## src/rtl/io_uart_tx_unit.sv

```systemverilog
// io_uart_tx_unit: memory-mapped UART transmitter in the IO region.
// Exposes TXDATA (0x0), STATUS (0x4) and CTRL (0x8), buffers outgoing bytes
// in a small circular FIFO and shifts them out as 8N1 frames on o_tx.
module io_uart_tx_unit #(
    parameter logic [1:0] XLEN         = 2'b01,
    parameter int         FIFO_DEPTH   = 4,
    parameter int         CLKS_PER_BIT = 16,
    localparam int        W            = 1 << (XLEN + 4)
) (
    input  logic         i_clk,
    input  logic         i_rst_n,
    input  logic         i_io_en,
    input  logic [W-1:0] i_addr,
    input  logic         i_lw_e,
    input  logic         i_sw_e,
    input  logic [W-1:0] i_wdata,
    output logic [W-1:0] o_rdata,
    output logic         o_tx,
    output logic         o_busy,
    output logic         o_bad_offset
);

    localparam int AW = $clog2(FIFO_DEPTH);
    localparam int BW = $clog2(CLKS_PER_BIT);
    localparam logic [BW-1:0] BAUD_LAST = BW'(CLKS_PER_BIT - 1);

    typedef enum logic [1:0] {
        ST_IDLE,
        ST_START,
        ST_DATA,
        ST_STOP
    } state_t;

    state_t        state, state_n;
    logic [BW-1:0] baud, baud_n;
    logic [2:0]    bit_cnt, bit_cnt_n;
    logic [7:0]    shift, shift_n;
    logic          tx_n;

    logic [7:0]    mem [FIFO_DEPTH];
    logic [AW:0]   wr_ptr, rd_ptr, wr_ptr_n, rd_ptr_n;
    logic          full, empty, pop, push, push_ok;

    logic          tx_en, overflow;
    logic [3:0]    off;
    logic          hi_zero, sel_tx, sel_st, sel_ctrl, off_ok;
    logic          wr_en, rd_en, ctrl_wr, stat_rd;
    logic [W-1:0]  rd_val;
    logic          unused_wdata;

    // Only the low byte (TXDATA) and bit 0 (CTRL) of store data matter.
    assign unused_wdata = ^i_wdata[W-1:8];

    // Address decode: only offsets 0x0/0x4/0x8 with a clear upper part are real registers.
    assign off      = i_addr[3:0];
    assign hi_zero  = (i_addr[W-1:4] == '0);
    assign sel_tx   = hi_zero && (off == 4'h0);
    assign sel_st   = hi_zero && (off == 4'h4);
    assign sel_ctrl = hi_zero && (off == 4'h8);
    assign off_ok   = sel_tx | sel_st | sel_ctrl;

    assign o_bad_offset = i_io_en & (i_lw_e | i_sw_e) & ~off_ok;

    // A store wins over a simultaneous load, so that load yields zero.
    assign wr_en   = i_io_en & i_sw_e & off_ok;
    assign rd_en   = i_io_en & i_lw_e & ~i_sw_e & off_ok;
    assign push    = wr_en & sel_tx;
    assign ctrl_wr = wr_en & sel_ctrl;
    assign stat_rd = rd_en & sel_st;

    // Pointers carry one extra wrap bit to tell full from empty.
    assign empty   = (wr_ptr == rd_ptr);
    assign full    = (wr_ptr[AW] != rd_ptr[AW]) && (wr_ptr[AW-1:0] == rd_ptr[AW-1:0]);
    assign push_ok = push & (~full | pop);
    assign wr_ptr_n = wr_ptr + (AW+1)'(push_ok);
    assign rd_ptr_n = rd_ptr + (AW+1)'(pop);

    // Load data mux; TXDATA and unmapped bits read as zero.
    always_comb begin
        rd_val = '0;
        if (sel_st) begin
            rd_val[3:0] = {overflow, (state != ST_IDLE), empty, full};
        end else if (sel_ctrl) begin
            rd_val[0] = tx_en;
        end
    end

    // TX FSM next-state: start/data/stop bits each last CLKS_PER_BIT cycles.
    always_comb begin
        state_n   = state;
        baud_n    = baud;
        bit_cnt_n = bit_cnt;
        shift_n   = shift;
        pop       = 1'b0;
        case (state)
            ST_IDLE: begin
                if (tx_en && !empty) begin
                    pop     = 1'b1;
                    state_n = ST_START;
                    baud_n  = '0;
                    shift_n = mem[rd_ptr[AW-1:0]];
                end
            end
            ST_START: begin
                if (baud == BAUD_LAST) begin
                    state_n   = ST_DATA;
                    baud_n    = '0;
                    bit_cnt_n = 3'd0;
                end else begin
                    baud_n = baud + BW'(1);
                end
            end
            ST_DATA: begin
                if (baud == BAUD_LAST) begin
                    baud_n  = '0;
                    shift_n = {1'b0, shift[7:1]};
                    if (bit_cnt == 3'd7) begin
                        state_n = ST_STOP;
                    end else begin
                        bit_cnt_n = bit_cnt + 3'd1;
                    end
                end else begin
                    baud_n = baud + BW'(1);
                end
            end
            ST_STOP: begin
                if (baud == BAUD_LAST) begin
                    state_n = ST_IDLE;
                    baud_n  = '0;
                end else begin
                    baud_n = baud + BW'(1);
                end
            end
            default: state_n = ST_IDLE;
        endcase

        // Line level is derived from the upcoming state so o_tx lines up with it.
        case (state_n)
            ST_START: tx_n = 1'b0;
            ST_DATA:  tx_n = shift_n[0];
            default:  tx_n = 1'b1;
        endcase
    end

    // FSM state register.
    always_ff @(posedge i_clk or negedge i_rst_n) begin
        if (!i_rst_n) begin
            state <= ST_IDLE;
        end else begin
            state <= state_n;
        end
    end

    // Control registers, counters, pointers and registered outputs.
    always_ff @(posedge i_clk or negedge i_rst_n) begin
        if (!i_rst_n) begin
            baud     <= '0;
            bit_cnt  <= '0;
            wr_ptr   <= '0;
            rd_ptr   <= '0;
            overflow <= 1'b0;
            tx_en    <= 1'b0;
            o_tx     <= 1'b1;
            o_busy   <= 1'b0;
            o_rdata  <= '0;
        end else begin
            baud    <= baud_n;
            bit_cnt <= bit_cnt_n;
            wr_ptr  <= wr_ptr_n;
            rd_ptr  <= rd_ptr_n;
            if (push && full && !pop) begin
                overflow <= 1'b1;
            end else if (stat_rd) begin
                overflow <= 1'b0;
            end
            if (ctrl_wr) begin
                tx_en <= i_wdata[0];
            end
            o_tx    <= tx_n;
            o_busy  <= (state_n != ST_IDLE) || (wr_ptr_n != rd_ptr_n);
            o_rdata <= rd_en ? rd_val : '0;
        end
    end

    // FIFO storage and shift register hold data only and need no reset.
    always_ff @(posedge i_clk) begin
        if (push_ok) begin
            mem[wr_ptr[AW-1:0]] <= i_wdata[7:0];
        end
        shift <= shift_n;
    end

endmodule

```

## config.mk

```make
export PLATFORM = sky130hd
export DESIGN_NAME = io_uart_tx_unit
export DESIGN_NICKNAME = d
export VERILOG_FILES = /design/src/rtl/io_uart_tx_unit.sv
export SDC_FILE = /design/constraint.sdc
export NUM_CORES = 1
export LEC_CHECK = 0
export ABC_AREA = 0
export CAP_MARGIN = 20
export CORE_ASPECT_RATIO = 0.8
export CORE_UTILIZATION = 45
export CTS_CLUSTER_DIAMETER = 100
export DETAILED_ROUTE_END_ITERATION = 16
export PLACE_DENSITY = 0.79
export SYNTH_ARGS = -nofsm -noshare
export SYNTH_HDL_FRONTEND = slang
export SYNTH_SLANG_ARGS = --single-unit
export TNS_END_PERCENT = 50
```

## constraint.sdc

```tcl
create_clock -name i_clk -period 2.6 [get_ports i_clk]
set_input_delay 0.52 -clock i_clk [delete_from_list [all_inputs] [get_ports i_clk]]
set_output_delay 0.52 -clock i_clk [all_outputs]
set_load 0.01 [all_outputs]
```

==> flow_summary.ini <==
[run_status]
status = complete, no violations

[floorplanning]
die_x_um = 93.9
core_area_um2 = 6470
die_h_um = 75.6
fp.dieArea_um2 = 7100
num_io_pins = 104
initial_utilization = 0.470
rows = 26

[placement]
port_buffers = 51
dp.cells = 376
place_hpwl_um = 4500
gp_congestion = 0.787

[setup_path]
crit_fanout = 8
worst-path-buf-inv = 1
path_depth = 10
critPathTopFamily = XOR/XNOR gates
critPathArrivalTime_ps = 2790
path_cells = xor2_2, buf_4, o31ai_4, nor2_4, ha_1, ha_1, xor2_2, xnor2_1, nand3_1, a21o_1
rr_worst_depth = 10
crit_path_end_kind = register
worst_path_max_delay_cell = dfrtp_1
slowest_delay_ps = 490
required_ps = 2830
criticalPathCategory = register to register
critPathLaunchType = register

[drt]
wl_per_cell_um = 16.5
ant_nets = 0
dr.pass1.iters = 4
vias_per_cell = 5.19
drc = 0
vias = 2044
routed_wl_um = 6520
drt_first_iter_violations = 100

[synthesis]
async_flop_share = 0.365
avgSynthCellArea_um2 = 13.6
synthesis.area_um2 = 3040
yosysSeqAreaShare = 0.581
synthCells = 224
ys_ff_latch = 63
ys.flop_type = edfxtp_1
yosys.cell_types.count = 49
synth_edf_count = 39
yosys_warnings = 0

[sta]
max_slew_margin = 0.493
setup-tns-final_ps = 0
tightest_slew_ps = 761
slew_violations = 0
max_freq_mhz = 390
finClkSkew_ps = 4.94
hold_violations = 0
min_period_ps = 2560
period_share = 0.986
setup_viol = 0
fin_hold_ws_ps = 497

[power_and_ir_drop]
irDropWorstVdd_v = 0.000416
p_per_area_nw_per_um2 = 505
p_leak_nw = 1.80

[cts]
clk_latency_ps = 340
cts_buffers = 9
cts_max_level = 3
clockBufferDepth = 2
path_clk_slew_ps = 70
cts-hold-fix-buffers = 0
cts-root-buf = clkbuf_8
clock_sinks = 63
cts_tree = yes

[cells_and_area]
drive_gt1_frac = 0.242
fillers = 468
post-route-util = 0.635
area_delta_synth_final_pct = 35.2
regArea_um2 = 1770
n_antenna_cell = 0
layout.cells.non_filler = 394
nets = 382
multi_input_area_um2 = 1230

[job]
maxCapViolations = 0

[min_path]
min_path_cells = 2
hp-class = register to register

[global_routing]
grt-ovfl-total = 0
grt_pass1_wl_um = 10100
grt_max_degree = 24
grt_usage = 0.196
grt_pass1_vias = 2066
antenna_found_initial = 0
-- final cells by class --
type / instances / area share
clock buffer: 9 / 0.0301
inverter: 3 / 0.00274
sequential: 63 / 0.430
clock inverter: 6 / 0.0210
timing repair buffer: 79 / 0.191
multi-input combinational: 150 / 0.299
tap: 84 / 0.0256
-- repair_timing --
| item | 4_1_cts | 5_1_grt |
|---|---|---|
| endpoints found under the hold margin | 0 | 0 |
| pin swaps | 8 | 12 |
| gates cloned | 0 | 0 |
| gates resized for setup | 12 | 30 |
| setup endpoints to repair | 2 | 2 |
| buffers inserted | 2 | 1 |
-- state kept, by name, summed over array words and instances, names as in the netlist, 2 cells and up --
register  flops
mem          32
shift         8
baud          4
o_rdata       4
bit_cnt       3
rd_ptr        3
wr_ptr        3
state         2
-- layer usage --
layer / share of wire / vias up / routed length, um / GRT usage
met2: 0.51 / 59 / 3290 / 0.335
met4: 0.017 / 0 / 109 / 0.0479
met1: 0.43 / 1016 / 2830 / 0.250
met3: 0.043 / 13 / 280 / 0.0569
met5: 0 / - / 0 / 0
li1: - / 956 / - / -
-- worst register-to-register path, cell delays in order, from the launching register on --
cell and delay [ps]:
dfrtp_1 490, xor2_2 230, buf_4 170, o31ai_4 280, nor2_4 110, ha_1 220, ha_1 230, xor2_2 230
xnor2_1 140, nand3_1 150, a21o_1 200
-- metrics by stage --
step / total power, mW / cell area, um^2 / setup WS [ps]
after floorplan: 1.14 / 3140 / 120
after global placement: 1.20 / 3720 / -452
after detailed placement: 1.20 / 3720 / -497
after CTS: 2.09 / 3990 / 6.30
after global routing: 2.15 / 4110 / -21.0
final: 2.08 / 4110 / 35.2
-- report_power, final --
| group | total [mW] | internal, mW | leakage (nW) | switching, mW |
|---|---|---|---|---|
| clock | 0.895 | 0.532 | 0.107 | 0.363 |
| combinational | 0.121 | 0.0648 | 1.04 | 0.0561 |
| sequential | 1.06 | 1.06 | 0.660 | 0.000000000567 |
-- layout by cell type (no fill, tap or decap), types with 3 or more instances in the layout --
master,netlist,layout
edfxtp_1,39,39
clkdlybuf4s50_1,0,29
conb_1,1,28
buf_4,29,26
dfrtp_1,22,21
dlymetal6s2s_1,0,20
nand2_1,13,13
clkbuf_8,0,9
mux4_2,8,8
nand3_1,7,7
nor2_1,8,7
nor4_2,5,7
a22o_1,6,6
xnor2_1,5,5
nand4_1,5,5
a21oi_1,5,5
ha_1,7,5
o21ai_1,4,4
o21ai_0,4,4
and3b_1,3,3
inv_1,3,3
a21o_1,3,3
-- path summary, 6_finish.rpt --
path	from	to	slack, ps
worst max-delay path	wr_ptr[1]	o_busy	40
worst min-delay path	overflow	o_rdata[3]	500
worst max register to register	wr_ptr[1]	o_busy	40
worst min register to register	overflow	o_rdata[3]	500
max in group asynchronous	i_rst_n	o_tx	1780
min in group asynchronous	i_rst_n	wr_ptr[0]	530
-- kinds of logic (layout without fill, tap and decap cells) --
kind of cell | count (synthesis) | count (layout) | synth area share
other cells | 1 | 28 | 0.00123
xor+xnor | 10 | 10 | 0.0337
simple gates | 62 | 62 | 0.127
flops | 63 | 63 | 0.581
buf+inv | 38 | 97 | 0.0831
compound gates | 32 | 32 | 0.0761
fa+ha+maj | 7 | 7 | 0.0288
mux | 11 | 11 | 0.0695
-- cell usage after synthesis (all sizes together), types with 2 or more instances --
cell    number  area share
edfxtp      39        0.38
buf         31       0.074
dfrtp       22        0.18
nand2       13       0.016
nor4        10       0.031
nor2         9       0.012
mux4         8       0.059
o21ai        8       0.013
ha           7       0.029
nand3        7       0.012
a22o         6       0.017
nand4        6       0.014
a21oi        5      0.0082
xnor2        5       0.014
xor2         5       0.019
clkbuf       4      0.0049
a21o         3      0.0074
and3b        3      0.0086
inv          3      0.0037
nor3         3      0.0049
a22oi        2      0.0049
and3         2      0.0041
mux2i        2      0.0066
nand3b       2      0.0049
o21a         2      0.0049
o31ai        2      0.0095
No activity file was read; power rests on OpenSTA's default activity.
